**src/rtl/op_cycle_counter_pkg.sv**
```systemverilog
// opcnt_pkg: shared types and helpers for the op_cycle_counter sequencer.
// Holds the FSM state encoding, the terminal-count helper and the
// legal-configuration limits for WIDTH / LEN / READY_DELAY.
package opcnt_pkg;

  // Sequencer states, fixed 2-bit encoding
  typedef enum logic [1:0] {
    IDLE  = 2'd0,
    RUN   = 2'd1,
    FLUSH = 2'd2
  } opcnt_state_e;

  // Legal configuration limits
  localparam int unsigned LEN_MIN         = 32'd1;
  localparam int unsigned READY_DELAY_MAX = 32'd1;

  // Terminal count value for an operation of length len (count runs 0..len-1)
  function automatic int unsigned opcnt_term_val(input int unsigned len);
    return len - 32'd1;
  endfunction

  // True when the parameter set lies inside the supported range
  function automatic bit opcnt_cfg_legal(input int unsigned width,
                                         input int unsigned len,
                                         input int unsigned ready_delay);
    return (len >= LEN_MIN) && (len <= (32'd1 << width)) &&
           (ready_delay <= READY_DELAY_MAX);
  endfunction

endpackage

```
**src/rtl/op_cycle_counter_if.sv**
```systemverilog
// op_cycle_counter_if: start/abort request and busy/ready/count status bundle.
// The len_in field exists only when OPCNT_RUNTIME_LEN_EN is defined.
interface op_cycle_counter_if #(
  parameter int unsigned WIDTH = 6
);
  logic             start;
  logic             abort;
`ifdef OPCNT_RUNTIME_LEN_EN
  logic [WIDTH-1:0] len_in;
`endif
  logic             busy;
  logic             ready;
  logic [WIDTH-1:0] count;

`ifdef OPCNT_RUNTIME_LEN_EN
  modport master (output start, output abort, output len_in,
                  input  busy,  input  ready, input  count);
  modport slave  (input  start, input  abort, input  len_in,
                  output busy,  output ready, output count);
`else
  modport master (output start, output abort,
                  input  busy,  input  ready, input  count);
  modport slave  (input  start, input  abort,
                  output busy,  output ready, output count);
`endif

endinterface

```
**src/rtl/op_cycle_counter_term_cmp.sv**
```systemverilog
// opcnt_term_cmp: raises term_o when the running count sits on the last
// cycle of the operation. With OPCNT_RUNTIME_LEN_EN the terminal value comes
// from the latched length (0 encodes 2^WIDTH, which wraps to all-ones after
// the subtraction); otherwise it is the constant LEN-1.
module opcnt_term_cmp
  import opcnt_pkg::*;
#(
  parameter int unsigned WIDTH = 6,
  parameter int unsigned LEN   = 32
) (
  input  logic [WIDTH-1:0] count_i,
`ifdef OPCNT_RUNTIME_LEN_EN
  input  logic [WIDTH-1:0] len_i,
`endif
  output logic             term_o
);

`ifdef OPCNT_RUNTIME_LEN_EN
  logic [WIDTH-1:0] term_val_s;

  assign term_val_s = len_i - WIDTH'(1);
  assign term_o     = (count_i == term_val_s);
`else
  localparam logic [WIDTH-1:0] TERM_VAL = WIDTH'(opcnt_term_val(LEN));

  assign term_o = (count_i == TERM_VAL);
`endif

endmodule

```
**src/rtl/op_cycle_counter.sv**
```systemverilog
// op_cycle_counter: cycle sequencer for multicycle datapaths. A start in IDLE
// launches a run of L cycles; ready pulses once, READY_DELAY cycles after the
// terminal count. abort cancels without a ready pulse. Optional feature
// macro: OPCNT_RUNTIME_LEN_EN (length latched from len_in at start).
module op_cycle_counter
  import opcnt_pkg::*;
#(
  parameter int unsigned WIDTH       = 6,
  parameter int unsigned LEN         = 32,
  parameter int unsigned READY_DELAY = 1
) (
  input  logic               clock,
  input  logic               clr,
  op_cycle_counter_if.slave  bus
);

  opcnt_state_e     state_q;
  logic             busy_q;
  logic             ready_q;
  logic [WIDTH-1:0] count_q;
  logic [WIDTH-1:0] count_d;
  logic             term_s;
`ifdef OPCNT_RUNTIME_LEN_EN
  logic [WIDTH-1:0] len_q;
`endif

  assign count_d = count_q + WIDTH'(1);

  opcnt_term_cmp #(
    .WIDTH (WIDTH),
    .LEN   (LEN)
  ) u_term_cmp (
    .count_i (count_q),
`ifdef OPCNT_RUNTIME_LEN_EN
    .len_i   (len_q),
`endif
    .term_o  (term_s)
  );

  // Sequencer FSM with registered busy/ready/count (abort beats terminal count)
  always_ff @(posedge clock or posedge clr) begin
    if (clr) begin
      state_q <= IDLE;
      busy_q  <= 1'b0;
      ready_q <= 1'b0;
      count_q <= '0;
`ifdef OPCNT_RUNTIME_LEN_EN
      len_q   <= WIDTH'(LEN);
`endif
    end else begin
      ready_q <= 1'b0;
      case (state_q)
        IDLE: begin
          count_q <= '0;
          if (bus.start && !bus.abort) begin
            state_q <= RUN;
            busy_q  <= 1'b1;
`ifdef OPCNT_RUNTIME_LEN_EN
            len_q   <= bus.len_in;
`endif
          end else begin
            busy_q  <= 1'b0;
          end
        end
        RUN: begin
          if (bus.abort) begin
            state_q <= IDLE;
            busy_q  <= 1'b0;
            count_q <= '0;
          end else if (term_s) begin
            count_q <= '0;
            if (READY_DELAY == 32'd0) begin
              state_q <= IDLE;
              busy_q  <= 1'b0;
              ready_q <= 1'b1;
            end else begin
              state_q <= FLUSH;
            end
          end else begin
            count_q <= count_d;
          end
        end
        FLUSH: begin
          state_q <= IDLE;
          busy_q  <= 1'b0;
          count_q <= '0;
          if (bus.abort) begin
            ready_q <= 1'b0;
          end else begin
            ready_q <= 1'b1;
          end
        end
        default: begin
          state_q <= IDLE;
          busy_q  <= 1'b0;
          count_q <= '0;
        end
      endcase
    end
  end

  assign bus.busy  = busy_q;
  assign bus.ready = ready_q;
  assign bus.count = count_q;

endmodule

```
**src/flat_wrapper.sv**
```systemverilog
// flat-port wrapper written by rule: the top's interface ports become plain ports
module op_cycle_counter_flat import opcnt_pkg::*;
#(
  parameter int unsigned WIDTH       = 6,
  parameter int unsigned LEN         = 32,
  parameter int unsigned READY_DELAY = 1
)
  (clock, clr, bus_start, bus_abort, bus_busy, bus_ready, bus_count);
  op_cycle_counter_if #(.WIDTH(WIDTH)) bus_i ();
  input  logic clock;
  input  logic clr;
  input wire logic [$bits(bus_i.start)-1:0] bus_start;
  input wire logic [$bits(bus_i.abort)-1:0] bus_abort;
  output wire logic [$bits(bus_i.busy)-1:0] bus_busy;
  output wire logic [$bits(bus_i.ready)-1:0] bus_ready;
  output wire logic [$bits(bus_i.count)-1:0] bus_count;
  assign bus_i.start = bus_start;
  assign bus_i.abort = bus_abort;
  assign bus_busy = bus_i.busy;
  assign bus_ready = bus_i.ready;
  assign bus_count = bus_i.count;
  op_cycle_counter #(.WIDTH(WIDTH), .LEN(LEN), .READY_DELAY(READY_DELAY)) u_core (.clock(clock), .clr(clr), .bus(bus_i));
endmodule
```
**config.mk**
```make
export PLATFORM = sky130hd
export DESIGN_NAME = op_cycle_counter_flat
export DESIGN_NICKNAME = d
export VERILOG_FILES = /design/src/rtl/op_cycle_counter_pkg.sv /design/src/rtl/op_cycle_counter_if.sv /design/src/rtl/op_cycle_counter_term_cmp.sv /design/src/rtl/op_cycle_counter.sv /design/src/flat_wrapper.sv
export SDC_FILE = /design/constraint.sdc
export NUM_CORES = 1
export LEC_CHECK = 0
export ABC_AREA = 1
export BUFFER_PORTS_ARGS = -buffer_cell sky130_fd_sc_hd__buf_4
export CAP_MARGIN = 30
export CORE_AREA = 5 5 42 44
export DETAILED_ROUTE_END_ITERATION = 8
export DIE_AREA = 0 0 47 49
export SYNTH_ARGS = -nofsm -noshare
export SYNTH_HDL_FRONTEND = slang
export SYNTH_SLANG_ARGS = --single-unit
```
**constraint.sdc**
```tcl
create_clock -name clock -period 2.8 [get_ports clock]
set_clock_uncertainty 0.1 [all_clocks]
set_input_delay 0.14 -clock clock [delete_from_list [all_inputs] [get_ports clock]]
set_output_delay 0.14 -clock clock [all_outputs]
set_load 0.02 [all_outputs]
```
# Word-level counts from Yosys, hierarchy flattened
# Cells that the tools add are included.
word_totals:
  reg_bits: 10
  latch_bits: 0
  ram_bits: 0
  romBits: 0
  in_bits: 4
  output_inout_bits: 8
  word_cells: 27
  mem_count: 0
op_classes:
  add_sub_neg: 1
  multipliers: 0
  div_mod_pow: 0
  order_cmp: 0
  eq_ne: 6
  n_shift: 0
  mux: 12
  n_bitwise: 0
  reduce_logical: 4
op_table:
  columns: ["cell", "count"]
  rows:
  - ["two-way mux 6 bit", 3]
  - ["adder 6 x 1 -> 6 bit, second input constant", 1]
  - ["== test 6 x 5 -> 1 bit, second input constant", 1]
  - ["two-way mux 2 bit", 3]
  - ["two-way mux 1 bit", 4]
  - ["case mux 2 bit (2 select lines)", 1]
  - ["inequality test 3 x 2 -> 1 bit, second input constant", 1]
  - ["== test 2 x 1 -> 1 bit, second input constant", 1]
  - ["== test 2 bit, second input constant", 1]
  - ["zero test 2 bit", 1]
  - ["inequality test 2 x 1 -> 1 bit, second input constant", 1]
  - ["inequality test 2 bit, second input constant", 1]
  - ["case mux 1 bit (2 select lines)", 1]
  - ["AND reduction 2 bit", 1]
  - ["logical AND 1 bit", 1]
  - ["zero test 1 bit", 1]

# Longest topological paths before layout
# Gate-level depths: netlist of run 1.
logic_depth:
  ltp_word: 4
  depth_mapped: 6
  depth_no_buf: 6

# Hierarchy
# Synthesis of run 1 repeated with hierarchy kept, for this count alone.
hier_totals:
  hier_cells: 58
  hier_area_um2: 478.0
by_module_without_submodules:
  columns: ["module", "instances", "cells_per_inst", "area_per_inst_um2", "seq_area_each_um2"]
  rows:
  - ["op_cycle_counter", 1, 50, 445.4, 250.2]
  - ["opcnt_term_cmp", 1, 8, 32.5, 0.0]

# Worst setup path after synthesis of run 1
# No wires, ideal clock.
synth_path:
  path_type: "register to register"
  from: "register u_core.count_q[0] (netlist: u_core.bus.count[0])"
  to: "register u_core.count_q[0] (netlist: u_core.bus.count[0])"
  setup_time_ns: 0.131
  arrival_time_ns: 1.047
  required_ns: 2.569
  slack_ns: 1.522
  path_stages_with_launch: 7
  n_path_buf: 0
  synth_period_minus_slack_ns: 1.278
  cell_sequence: "dfrtp_1 -> ha_1 -> nand2_2 -> nor2_2 -> nand2_1 -> nand2_2 -> nor2_1"
synth_via:
  elab_chain_len: 4
  elab_cells_between_ends: 5
  cone_classes: "add/sub: 1; eq/ne: 1; mux: 3"
synth_rtl:
  columns: ["item", "line_no", "source"]
  rows:
  - ["start: declaration", "op_cycle_counter.sv:20", "logic [WIDTH-1:0] count_q;"]
  - ["start signal: assignment", "op_cycle_counter.sv:80", "count_q <= count_d;"]
  - ["adder 6 x 1 -> 6 bit or == test 6 x 5 -> 1 bit (tied branches)", "op_cycle_counter.sv:27, op_cycle_counter_term_cmp.sv:26", null]
  - ["two-way mux 6 bit *", "op_cycle_counter.sv:70", "end else if (term_s) begin"]
  - ["two-way mux 6 bit *", "op_cycle_counter.sv:66", "if (bus.abort) begin"]
  - ["two-way mux 6 bit *", "op_cycle_counter.sv:52", "case (state_q)"]
# Every way passes the cells marked *; elsewhere a longest branch is shown, timed or not.
# A chain may end at the register's enable or synchronous reset.

# Final worst setup path of run 1
layout_path:
  from: "register u_core.count_q[0] (netlist: u_core.bus.count[0])"
  to: "register u_core.state_q[0]"
layout_via:
  elab_chain_len: 3
layout_rtl:
  columns: ["item", "line_no", "source"]
  rows:
  - ["== test 6 x 5 -> 1 bit", "op_cycle_counter_term_cmp.sv:26", "assign term_o = (count_i == TERM_VAL);"]
  - ["inequality test 3 x 2 -> 1 bit (no line)", null, null]
  - ["AND reduction 2 bit (no line)", null, null]
  - ["end signal: assignment", "op_cycle_counter.sv:43", "state_q <= IDLE;"]
  - ["end signal: assignment", "op_cycle_counter.sv:56", "state_q <= RUN;"]
  - ["end signal: assignment", "op_cycle_counter.sv:67", "state_q <= IDLE;"]
  - ["end: declaration", "op_cycle_counter.sv:17", "opcnt_state_e state_q;"]
# No other way between the ends.

==> run_summary.xml, run 1 <==
<?xml version="1.0" encoding="UTF-8"?>
<metrics>
  <group name="outcome">
    <metric name="outcome" unit="">completed</metric>
  </group>
  <group name="setup_path">
    <metric name="reg2reg_setup_slack" unit="ps">1540</metric>
    <metric name="critical_path_arrival" unit="ps">1310</metric>
    <metric name="crit_fanout" unit="">5</metric>
    <metric name="worstSetupPathType" unit="">register to register</metric>
    <metric name="crit_family" unit="">simple AND/OR/NAND/NOR gates</metric>
    <metric name="type_of_element_capturing_the_critical_path" unit="">register</metric>
    <metric name="cp_slowest_stage_delay" unit="ps">410</metric>
    <metric name="worst_path_max_delay_cell" unit="">sky130_fd_sc_hd__dfrtp_1</metric>
    <metric name="worstSetupStartpointType" unit="">register</metric>
    <metric name="timing.critical_path.buf_inv" unit="">0</metric>
    <metric name="crit_required" unit="ps">2850</metric>
    <metric name="cp_cell_sequence" unit="">ha_1 -&gt; nand2_2 -&gt; nor2_2 -&gt; nand2_1 -&gt; nand2_2 -&gt; nand2_1</metric>
  </group>
  <group name="synthesis">
    <metric name="yosys.cell_types.count" unit="">15</metric>
    <metric name="yosys-mux-area-fraction" unit="%">0</metric>
    <metric name="average_cell_area_after_synthesis" unit="um^2">8.930</metric>
    <metric name="synth_top_family_by_area" unit="">simple AND/OR/NAND/NOR gates</metric>
    <metric name="net_count_after_synthesis" unit="">56</metric>
    <metric name="postSynthRegisterBits" unit="">10</metric>
    <metric name="post_synth_and_or_nand_nor_area_fraction" unit="%">28.30</metric>
    <metric name="synthTopCellsByArea" unit="">sky130_fd_sc_hd__dfrtp_1, sky130_fd_sc_hd__inv_1, sky130_fd_sc_hd__nor2_1, sky130_fd_sc_hd__nand2_1, sky130_fd_sc_hd__nor3_4</metric>
    <metric name="syn_area" unit="um^2">455.4</metric>
    <metric name="netlist.area_leader.share" unit="%">54.95</metric>
    <metric name="gate_count_after_technology_mapping" unit="">51</metric>
    <metric name="ys_seq_area_share" unit="%">54.95</metric>
    <metric name="synth-compound-area-share" unit="%">3.846</metric>
    <metric name="synth-warning-count" unit="">0</metric>
    <metric name="post_synth_xor_area_fraction" unit="%">1.923</metric>
    <metric name="adder_cell_share_of_the_synthesized_area" unit="%">2.747</metric>
    <metric name="yosysTopAreaCell" unit="">sky130_fd_sc_hd__dfrtp_1</metric>
  </group>
  <group name="floorplan">
    <metric name="num_rows" unit="">14</metric>
    <metric name="die_h" unit="um">49</metric>
    <metric name="initial_utilization" unit="%">32.50</metric>
    <metric name="core-area" unit="mm^2">0.001401</metric>
    <metric name="ios" unit="">12</metric>
    <metric name="die_width" unit="um">47</metric>
    <metric name="die_area" unit="mm^2">0.002303</metric>
  </group>
  <group name="timing">
    <metric name="rsz0062_at_grt" unit="">false</metric>
    <metric name="fmax" unit="GHz">0.7937</metric>
    <metric name="final_min_period_over_clock_period" unit="%">45.00</metric>
    <metric name="setup_slack" unit="ps">1540</metric>
    <metric name="total_neg_setup_slack" unit="ps">0</metric>
    <metric name="maxSlewHeadroom" unit="%">73.67</metric>
    <metric name="timing.final.crit_period" unit="ps">1260</metric>
    <metric name="setup_viol" unit="">0</metric>
    <metric name="hold_viol" unit="">0</metric>
    <metric name="finalMaxSlewViolations" unit="">0</metric>
    <metric name="worst-slew-pin-transition" unit="ps">394.5</metric>
  </group>
  <group name="power">
    <metric name="sw_frac_of_total" unit="%">22.23</metric>
    <metric name="pwr-share-seq" unit="%">49.3</metric>
    <metric name="vdd_drop_max" unit="mV">0.2084</metric>
    <metric name="leakage" unit="nW">0.3149</metric>
    <metric name="pwr_density_cell" unit="mW/mm^2">500.5</metric>
    <metric name="internal_power" unit="mW">0.2391</metric>
    <metric name="p_total" unit="mW">0.3075</metric>
    <metric name="clk_network_pwr_share" unit="%">41.6</metric>
    <metric name="power.switching" unit="mW">0.06834</metric>
    <metric name="pwr-share-comb" unit="%">9.1</metric>
  </group>
  <group name="global_routing">
    <metric name="number_of_global_route_vias_before_repair" unit="">369</metric>
    <metric name="track_usage" unit="%">9.330</metric>
    <metric name="grt_busiest_layer" unit="">met2</metric>
    <metric name="grt_util_met3" unit="%">4.428</metric>
    <metric name="grt_antenna_before_repair" unit="">0</metric>
    <metric name="groute.layer.met2.usage" unit="%">12.90</metric>
    <metric name="met1_usage" unit="%">11.39</metric>
    <metric name="grt_overflow_total" unit="">0</metric>
    <metric name="grt_pass1_wl" unit="um">1524</metric>
    <metric name="grt_max_degree" unit="">11</metric>
  </group>
  <group name="clock_network">
    <metric name="cts_resized" unit="">0</metric>
    <metric name="clock_latency" unit="ps">260</metric>
    <metric name="tritoncts" unit="">done</metric>
    <metric name="cts_root_buffer_type" unit="">sky130_fd_sc_hd__clkbuf_4</metric>
    <metric name="ctsLongestPathBuffers" unit="">2</metric>
    <metric name="ctsHtreeMaxLevel" unit="">1</metric>
    <metric name="worst_setup_hold_path_clk_slew" unit="ps">70</metric>
    <metric name="cts.sinks" unit="">10</metric>
    <metric name="tritoncts.num_buffers" unit="">3</metric>
  </group>
  <group name="min_path">
    <metric name="hold_path.class" unit="">input pin to register</metric>
  </group>
  <group name="route">
    <metric name="drt_wl_total" unit="um">857</metric>
    <metric name="avgRoutedWirePerCell" unit="um">10.20</metric>
    <metric name="drc" unit="">0</metric>
    <metric name="antenna_violating_nets_post_route" unit="">0</metric>
    <metric name="detailedRoute.firstPassIterationCount" unit="">4</metric>
    <metric name="vias" unit="">363</metric>
    <metric name="dr.first_iter.drc_count" unit="">8</metric>
    <metric name="drt-vias-per-instance" unit="">4.321</metric>
  </group>
  <group name="cells_and_area">
    <metric name="mostFrequentLayoutCell" unit="">sky130_fd_sc_hd__buf_4</metric>
    <metric name="post_layout_net_count" unit="">74</metric>
    <metric name="drive_above_1_share" unit="%">29.41</metric>
    <metric name="mostFrequentLayoutCells" unit="">sky130_fd_sc_hd__buf_4, sky130_fd_sc_hd__inv_1, sky130_fd_sc_hd__dfrtp_1</metric>
    <metric name="antenna_cells_inserted" unit="">0</metric>
    <metric name="flow.area_growth_from_synthesis" unit="%">34.89</metric>
  </group>
  <group name="place">
    <metric name="port-buffer-count" unit="">11</metric>
    <metric name="detailed_place_hpwl" unit="um">652.9</metric>
    <metric name="globalplace.congestion" unit="">0.6565</metric>
    <metric name="dp_slack" unit="ps">1539</metric>
  </group>
  <group name="run">
    <metric name="max_cap_violations" unit="">0</metric>
  </group>
</metrics>
## final timing paths
check | start | to | depth (start not counted)
worst max-delay path | u_core.bus.count[0] | u_core.state_q[0] | 6
worst min-delay path | bus_start | u_core.bus.busy | 3
worst max register to register | u_core.bus.count[0] | u_core.state_q[0] | 6
worst min register to register | u_core.state_q[0] | u_core.bus.ready | 1
max in group asynchronous | clr | u_core.bus.count[3] | 3
min in group asynchronous | clr | u_core.state_q[1] | 3
## cell usage after synthesis
cell,number
sky130_fd_sc_hd__dfrtp_1,10
sky130_fd_sc_hd__inv_1,10
sky130_fd_sc_hd__nor2_1,9
sky130_fd_sc_hd__nand2_1,8
sky130_fd_sc_hd__nand3_1,3
sky130_fd_sc_hd__nand2_2,2
sky130_fd_sc_hd__a21oi_1,1
sky130_fd_sc_hd__ha_1,1
sky130_fd_sc_hd__nor2_2,1
sky130_fd_sc_hd__nor3_1,1
sky130_fd_sc_hd__nor3_2,1
sky130_fd_sc_hd__nor3_4,1
sky130_fd_sc_hd__o21ai_0,1
sky130_fd_sc_hd__o21bai_1,1
sky130_fd_sc_hd__xor2_1,1
## layout make-up
type | instances | area (um^2)
timing repair buffer | 13 | 102.6
inverter | 10 | 37.54
sequential | 10 | 250.2
tap | 16 | 20.02
fill | 140 | 787.0
multi-input combinational | 31 | 167.7
clock buffer | 4 | 36.28
## power by group through the flow
| stage | clock, mW | combinational [mW] | sequential [mW] |
|---|---|---|---|
| 3_5_place_dp | 0 | 0.0263 | 0.155 |
| 2_1_floorplan | 0 | 0.0121 | 0.157 |
| 4_1_cts | 0.134 | 0.0285 | 0.152 |
| 3_3_place_gp | 0 | 0.0262 | 0.154 |
| 6_report | 0.128 | 0.0280 | 0.152 |
| 5_1_grt | 0.143 | 0.0317 | 0.153 |
## per-layer routing
metal	share of wire, %	vias to the layer above
li1	-	189
met1	44	162
met2	47	10
met3	7.4	2
met4	1.2	0
met5	0	-
## flip-flops by register name (all words and copies together) (netlist names)
register,cells
u_core.bus.count,6
u_core.bus.ready,1
u_core.state_q,2
u_core.bus.busy,1
## metrics by stage
step / util (%) / cells / hold slack (ps) / instance area, um^2
after floorplan: - / 51 / -119.8 / 455.4
after global placement: 39.82 / 78 / 45.77 / 558.0
after detailed placement: 39.82 / 78 / 47.81 / 558.0
after CTS: 43.84 / 84 / 38.10 / 614.3
after global routing: 43.84 / 84 / 64.06 / 614.3
final: 43.84 / 84 / 46.34 / 614.3
## kinds of logic after synthesis
logic type / Yosys count
AOI/OAI and AO/OA: 3
buffers and inverters: 10
adders and majority gates: 1
and+or+nand+nor: 26
DFF: 10
xor gates and xnor gates: 1
## tightest hold or removal path: cells and delay by family
kind / cells / cell delay, ps
buf+inv: 1 / 80
simple gates: 2 / 150
## what timing repair did
| item | in CTS | in global routing |
|---|---|---|
| setup buffers | 0 | 0 |
| hold buffers | 2 | 0 |
| hold endpoints to repair | 11 | 0 |
| endpoints found under the setup margin | 0 | 0 |
(Power assumes the default switching activity.)
==> inputs of run 2 (changes only) <==
clock period = 1.2 ns   (was 2.8 ns; I/O delays follow)
==> run_summary.xml, run 2 (same netlist as run 1, synthesis figures left out) <==
<?xml version="1.0" encoding="UTF-8"?>
<metrics>
  <group name="outcome">
    <metric name="outcome" unit="">completed</metric>
  </group>
  <group name="run">
    <metric name="max_cap_violations" unit="">0</metric>
  </group>
  <group name="global_routing">
    <metric name="number_of_global_route_vias_before_repair" unit="">390</metric>
    <metric name="grt_antenna_before_repair" unit="">0</metric>
    <metric name="grt_pass1_wl" unit="um">1469</metric>
    <metric name="track_usage" unit="%">8.767</metric>
    <metric name="grt_max_degree" unit="">11</metric>
    <metric name="grt_overflow_total" unit="">0</metric>
  </group>
  <group name="floorplan">
    <metric name="die_area" unit="mm^2">0.002303</metric>
    <metric name="die_h" unit="um">49</metric>
    <metric name="ios" unit="">12</metric>
    <metric name="die_width" unit="um">47</metric>
    <metric name="num_rows" unit="">14</metric>
    <metric name="core-area" unit="mm^2">0.001401</metric>
    <metric name="initial_utilization" unit="%">32.50</metric>
  </group>
  <group name="place">
    <metric name="detailed_place.area" unit="um^2">575.6</metric>
    <metric name="globalplace.congestion" unit="">0.8082</metric>
    <metric name="dp_slack" unit="ps">23.29</metric>
    <metric name="port-buffer-count" unit="">11</metric>
    <metric name="detailed_place_hpwl" unit="um">679.8</metric>
  </group>
  <group name="power">
    <metric name="clk_network_pwr_share" unit="%">35.2</metric>
    <metric name="vdd_drop_max" unit="mV">0.7213</metric>
    <metric name="pwr-share-comb" unit="%">11.6</metric>
    <metric name="pwr-share-seq" unit="%">53.2</metric>
    <metric name="leakage" unit="nW">0.3339</metric>
    <metric name="power.switching" unit="mW">0.1547</metric>
    <metric name="internal_power" unit="mW">0.5106</metric>
    <metric name="sw_frac_of_total" unit="%">23.26</metric>
    <metric name="pwr_density_cell" unit="mW/mm^2">1009</metric>
  </group>
  <group name="min_path">
    <metric name="hold_path.class" unit="">input pin to async pin</metric>
  </group>
  <group name="setup_path">
    <metric name="worstSetupPathType" unit="">register to register</metric>
    <metric name="critical_path_arrival" unit="ps">1200</metric>
    <metric name="crit_required" unit="ps">1240</metric>
    <metric name="most_frequent_cell_on_the_critical_path" unit="">sky130_fd_sc_hd__nand2_2</metric>
    <metric name="crit_fanout" unit="">4</metric>
    <metric name="type_of_element_capturing_the_critical_path" unit="">register</metric>
    <metric name="worst_path_max_delay_cell" unit="">sky130_fd_sc_hd__dfrtp_2</metric>
    <metric name="cp_cell_sequence" unit="">ha_4 -&gt; nand2_4 -&gt; nor2_4 -&gt; nand2_2 -&gt; nand2_2 -&gt; nand2_1</metric>
    <metric name="cp_slowest_stage_delay" unit="ps">390</metric>
    <metric name="worstSetupStartpointType" unit="">register</metric>
  </group>
  <group name="cells_and_area">
    <metric name="mostFrequentLayoutCells" unit="">sky130_fd_sc_hd__buf_4, sky130_fd_sc_hd__inv_1, sky130_fd_sc_hd__nor2_1, sky130_fd_sc_hd__dfrtp_1, sky130_fd_sc_hd__nand2_1</metric>
    <metric name="flow.area_growth_from_synthesis" unit="%">44.78</metric>
    <metric name="largest_reg_flops" unit="">6</metric>
    <metric name="drive_above_1_share" unit="%">36.62</metric>
    <metric name="postLayoutCoreUtil" unit="%">47.05</metric>
    <metric name="antenna_cells_inserted" unit="">0</metric>
    <metric name="finish.instance_area" unit="um^2">659.4</metric>
    <metric name="post_layout_net_count" unit="">77</metric>
    <metric name="mostFrequentLayoutCell" unit="">sky130_fd_sc_hd__buf_4</metric>
  </group>
  <group name="timing">
    <metric name="total_neg_setup_slack" unit="ps">0</metric>
    <metric name="setup_viol" unit="">0</metric>
    <metric name="final_min_period_over_clock_period" unit="%">96.57</metric>
    <metric name="hold_viol" unit="">0</metric>
    <metric name="whs" unit="ps">226.1</metric>
    <metric name="finalMaxSlewViolations" unit="">0</metric>
    <metric name="rsz0062_at_grt" unit="">true</metric>
    <metric name="worst-slew-pin-transition" unit="ps">376.7</metric>
    <metric name="setup_slack" unit="ps">41.18</metric>
    <metric name="fmax" unit="GHz">0.8629</metric>
    <metric name="maxSlewHeadroom" unit="%">74.86</metric>
    <metric name="timing.final.crit_period" unit="ps">1159</metric>
  </group>
  <group name="clock_network">
    <metric name="worst_setup_hold_path_clk_slew" unit="ps">70</metric>
    <metric name="tritoncts.num_buffers" unit="">3</metric>
    <metric name="ctsLongestPathBuffers" unit="">2</metric>
    <metric name="ctsHtreeMaxLevel" unit="">1</metric>
    <metric name="cts.sinks" unit="">10</metric>
    <metric name="post-cts-setup-buffers" unit="">0</metric>
    <metric name="clock_latency" unit="ps">260</metric>
    <metric name="cts_root_buffer_type" unit="">sky130_fd_sc_hd__clkbuf_4</metric>
    <metric name="tritoncts" unit="">done</metric>
  </group>
  <group name="route">
    <metric name="detailedRoute.firstPassIterationCount" unit="">2</metric>
    <metric name="antenna_violating_nets_post_route" unit="">0</metric>
    <metric name="vias" unit="">380</metric>
    <metric name="drc" unit="">0</metric>
    <metric name="dr.first_iter.drc_count" unit="">8</metric>
    <metric name="drt_wl_total" unit="um">907</metric>
    <metric name="drt-vias-per-instance" unit="">4.368</metric>
    <metric name="avgRoutedWirePerCell" unit="um">10.43</metric>
  </group>
</metrics>
[run 2: changes by cell type in the layout (fill, tap and decap cells not counted), sizes merged]
cell	delta
buf	+2
dlygate4sd3	+1
[run 2: per-stage QoR]
| stage | total power, mW | cells |
|---|---|---|
| finish | 0.6653 | 87 |
| global route | 0.7098 | 87 |
| CTS | 0.6758 | 87 |
| detailed placement | 0.4277 | 80 |
| global placement | 0.4267 | 80 |
| floorplan | 0.3960 | 51 |
[run 2: area by class of cell]
type / count / area (um^2)
multi-input combinational: 31 / 195.2
inverter: 10 / 37.54
sequential: 10 / 252.7
clock buffer: 4 / 26.28
timing repair buffer: 16 / 127.6
fill: 143 / 742.0
tap: 16 / 20.02
[run 2: power groups by stage]
| stage | Combinational [mW] | Clock [mW] | Sequential, mW |
|---|---|---|---|
| global placement | 0.0680 | 0 | 0.359 |
| CTS | 0.0769 | 0.246 | 0.352 |
| floorplan | 0.0282 | 0 | 0.368 |
| finish | 0.0773 | 0.234 | 0.354 |
| global route | 0.0870 | 0.268 | 0.355 |
| detailed placement | 0.0689 | 0 | 0.359 |
[run 2: critical path: cells and delay by family, from the launching register on]
kind / cells / cell delay (ps)
flops: 1 / 390
fa+ha+maj: 1 / 150
simple gates: 5 / 390
[run 2: timing repair]
item,4_1_cts,5_1_grt
pin swaps,0,6
hold buffers,3,0
resized for setup,1,6
endpoints found under the hold margin,14,0
endpoints found under the setup margin,2,8
[run 2: final timing paths]
check | to | slack, ps | depth (start not counted) | from
setup / recovery | u_core.state_q[0] | 40 | 6 | u_core.bus.count[1]
min in group clock | u_core.bus.ready | 310 | 1 | u_core.state_q[0]
setup reg to reg | u_core.state_q[0] | 40 | 6 | u_core.bus.count[1]
hold reg to reg | u_core.bus.ready | 310 | 1 | u_core.state_q[0]
hold / removal | u_core.bus.count[2] | 230 | 3 | clr
max in group asynchronous | u_core.bus.count[1] | 480 | 3 | clr
[run 2: metal layers]
layer	wire length [um]	vias up	GRT usage, %	part of all wire [%]
met5	0	-	0	0
met4	6	0	2.765	0.66
met3	52	2	5.535	5.7
met2	433	9	12.67	48
met1	414	174	10.50	46
li1	-	195	-	-
